$ cat config.mk
export PLATFORM = sky130hd
export DESIGN_NAME = countdown_timer_4bit
export DESIGN_NICKNAME = d
export VERILOG_FILES = /design/src/rtl/countdown_timer_4bit.sv
export SDC_FILE = /design/constraint.sdc
export NUM_CORES = 1
export LEC_CHECK = 0
export ABC_AREA = 1
export CORE_AREA = 3 3 40 42
export CTS_CLUSTER_SIZE = 10
export DETAILED_ROUTE_END_ITERATION = 7
export DIE_AREA = 0 0 43 45
export GPL_TIMING_DRIVEN = 1
export PLACE_DENSITY = 0.65
export SETUP_SLACK_MARGIN = 0.15
export SLEW_MARGIN = 20
export SYNTH_ARGS = -nofsm -noshare
export SYNTH_HDL_FRONTEND = slang
export SYNTH_SLANG_ARGS = --single-unit
$ cat constraint.sdc
create_clock -name clk -period 1.65 [get_ports clk]
set_input_delay 0.495 -clock clk [delete_from_list [all_inputs] [get_ports clk]]
set_output_delay 0.495 -clock clk [all_outputs]
set_load 0.02 [all_outputs]
$ cat src/rtl/countdown_timer_4bit.sv
// Loadable down-counter/timer with start/pause control and a one-cycle terminal-count pulse.
// With AUTO_RELOAD set, it reloads from the last loaded value on terminal count and becomes a periodic tick.
module countdown_timer_4bit #(
   parameter int WIDTH       = 4,
   parameter bit AUTO_RELOAD = 1'b0
) (
   input  logic             clk,
   input  logic             reset,
   input  logic             load,
   input  logic [WIDTH-1:0] load_data,
   input  logic             start,
   input  logic             pause,
   output logic [WIDTH-1:0] count,
   output logic             busy,
   output logic             done
);

   typedef enum logic [1:0] {
      IDLE = 2'd0,
      RUN  = 2'd1,
      HOLD = 2'd2
   } state_t;

   state_t           state;
   logic [WIDTH-1:0] reload_val;

   assign busy = (state != IDLE);

   // NOTE: all state uses non-blocking assignments; done is cleared first so any later
   // assignment in the same edge wins, which makes it a clean one-cycle pulse.
   always_ff @(posedge clk or posedge reset) begin
      if (reset) begin
         count      <= '0;
         reload_val <= '0;
         state      <= IDLE;
         done       <= 1'b0;
      end else begin
         done <= 1'b0;
         if (load) begin
            count      <= load_data;
            reload_val <= load_data;
            state      <= IDLE;
         end else begin
            case (state)
               IDLE: begin
                  if (start) begin
                     if (count != '0) state <= RUN;
                     else             done  <= 1'b1;
                  end
               end
               RUN: begin
                  if (pause) begin
                     state <= HOLD;
                  end else if (count > WIDTH'(1)) begin
                     count <= count - WIDTH'(1);
                  end else begin
                     // Terminal count; the count==0 case cannot arise in RUN but is kept safe.
                     done <= 1'b1;
                     if (AUTO_RELOAD) begin
                        count <= reload_val;
                     end else begin
                        count <= '0;
                        state <= IDLE;
                     end
                  end
               end
               HOLD: begin
                  if (!pause) state <= RUN;
               end
               default: state <= IDLE;
            endcase
         end
      end
   end

endmodule

==> results.py <==
metrics = {
    "setup_path": {
        "endpoint_kind": "output pin",
        "start_kind": "register",
        "crit_chain": "dlygate4sd2_1",
        "required_ns": 1.15,
        "r2r-start": "count[0]",
        "crit_family": "flip-flops",
        "worst_path_largest_cell_delay_ns": 0.37,
        "r2r_slack_ns": 0.30,
        "reg2reg_depth": 10,
        "critical_path_class": "reg -> out",
        "crit_slowest_cell": "dfrtp_1",
        "path_buf_inv": 1,
        "critPathMaxFanout": 2,
        "arrival_ns": 0.94,
        "r2r_end": "count[3]",
    },
    "logic_synthesis": {
        "syn_nets": 70,
        "synthesis.instances": 59,
        "syn_area_um2": 486.7,
        "syn_avg_cell_area_um2": 8.249,
        "synth_warnings": 0,
        "synth_seq_area_share_pct": 35.99,
        "synth_cell_types": 17,
        "synth-seq-cells": 7,
    },
    "cells_and_area": {
        "drive_gt1_share_pct": 31.33,
        "insertedDiodeCount": 0,
        "fin_area_um2": 703.2,
        "instances_no_fill": 98,
        "mostFrequentLayoutCells": "nand2_1 (19), inv_1 (8), dfrtp_1 (7), clkdlybuf4s50_1 (7), buf_4 (7)",
        "nNetsFinal": 95,
        "syn2layout_area_growth_pct": 44.47,
        "final_common_cell": "nand2_1",
    },
    "detailed_routing": {
        "viasPerCell": 4.255,
        "wl_per_cell_um": 9.796,
        "vias": 417,
        "drt_wl_total_um": 960,
        "first_pass_iters": 3,
        "drt_iter0_markers": 4,
        "drc_errors": 0,
        "postRouteAntennaNets": 0,
    },
    "sta": {
        "worst_slew_pin_slew_ns": 0.2887,
        "finalCriticalPeriod_ns": 1.435,
        "finalSetupTns_ns": 0,
        "slew_violations": 0,
        "finalClockSkew_ns": 0.005138,
        "max-slew-margin-rel_pct": 80.72,
        "hold_slack_ns": 0.4746,
        "setup_viol_count_final": 0,
        "timing.final.ws_setup_ns": 0.2153,
        "fin_crit_sh_pct": 86.95,
        "finalHoldViolations": 0,
        "rsz0062_at_grt": "false",
        "fmax_mhz": 697.0,
    },
    "power_and_ir_drop": {
        "power.static_leakage_nw": 0.3715,
        "ir_worst_vdd_v": 0.0005270,
        "pwr_density_cell_nw_per_um2": 912.4,
    },
    "cts": {
        "max-clock-path-buffers": 2,
        "path_clk_slew_ns": 0.06,
        "hold_buffers": 0,
        "cts_max_level": 1,
        "cts_buffers": 3,
        "clk_latency_ns": 0.25,
        "cts_setup_buffers": 0,
        "cts_tree": "built",
        "clkSinkCount": 7,
        "cts_root_buf": "clkbuf_4",
    },
    "global_route": {
        "antenna_found_initial": 0,
        "grt_max_degree": 8,
        "grtUsageTotal_pct": 12.06,
        "grt_overflow": 0,
        "grt_pass1_vias": 401,
        "grt_pass1_wl_um": 1711,
    },
    "place": {
        "dp.cells": 94,
        "pre_cts_ws_ns": 0.003948,
        "io_buffer_count": 14,
        "place.gp.congestion": 0.7912,
        "dp_hpwl_um": 791.5,
        "dpl-instance-area_um2": 686.9,
    },
    "min_path": {
        "worstHoldPathType": "in -> async",
    },
    "floorplan": {
        "coreArea_um2": 1285,
        "start_util_pct": 37.88,
        "die_w_um": 43,
        "io_pins": 15,
        "dieArea_um2": 1935,
        "num_rows": 13,
        "die_height_um": 45,
    },
    "job": {
        "max_cap_violations": 0,
    },
    "status": {
        "outcome": "finished, final reports clean",
    },
}
-- cell type report --
class | instances | area [µm²]
timing repair buffer | 21 | 180.2
clock buffer | 4 | 26.28
sequential | 7 | 175.2
multi-input combinational | 41 | 265.3
tap | 15 | 18.77
fill | 123 | 581.8
inverter | 10 | 37.54
-- Yosys cell counts --
library cell	number	share of area, %
nand2_1	19	15
inv_1	8	6.2
dfrtp_1	7	36
nand3_1	4	4.1
nor2_2	3	3.9
o211ai_2	3	7.7
ha_1	2	5.1
inv_2	2	1.5
nor2_4	2	4.6
xnor2_1	2	3.6
buf_6	1	2.3
nand2_2	1	1.3
nand3_4	1	3.6
nand4_1	1	1.3
nor2_1	1	0.77
nor3_2	1	2.1
o22ai_1	1	1.3
-- what timing repair did --
action | CTS | global route
gates resized for setup | 6 | 6
pin swaps | 0 | 0
endpoints found under the setup margin | 6 | 4
-- stage by stage --
step | power [mW] | util (%)
final | 0.6416 | 54.72
after global placement | 0.5013 | 53.46
after detailed placement | 0.5017 | 53.46
after global routing | 0.6932 | 54.72
after floorplan | 0.3846 | -
after CTS | 0.6483 | 54.92
-- where the power goes --
part           total (mW)  switching, mW  internal, mW
logic               0.269          0.148         0.121
registers           0.210         0.0154         0.195
clock network       0.163         0.0699        0.0927
-- per-layer routing --
layer  vias to the layer above  part of all wire (%)  GRT usage, %
met5                         -                     0             0
met4                         0                   2.3         7.229
met3                         2                   3.2         2.789
met2                         9                    43         16.77
met1                       172                    52         16.91
li1                        234                     -             -
-- registers in the layout (all words and copies together), names as in the netlist --
name	cells
state	2
done	1
count	4
-- kinds of logic (layout without fill, tap and decap cells) --
kind of cell               count (synthesis)  after routing  synth area share [%]
AOI/OAI and AO/OA                          4              4                 8.999
xor gates and xnor gates                   2              2                 3.600
adders and majority gates                  2              2                 5.141
buffers and inverters                     11             35                 10.03
DFF                                        7              7                 35.99
and+or+nand+nor                           33             33                 36.25
-- worst max-delay path by stage --
stage                to      from  depth (start not counted)  slack (ns)
2_1_floorplan  state[0]  count[0]                          8        0.28
3_3_place_gp   state[0]      load                          7       -0.01
3_5_place_dp   state[0]      load                          7       0.004
4_1_cts            busy  state[0]                          3        0.08
5_1_grt        count[0]  count[0]                          1        0.18
6_report       count[0]  count[0]                          1        0.22
Note: power is estimated with default switching activity, not from simulation.
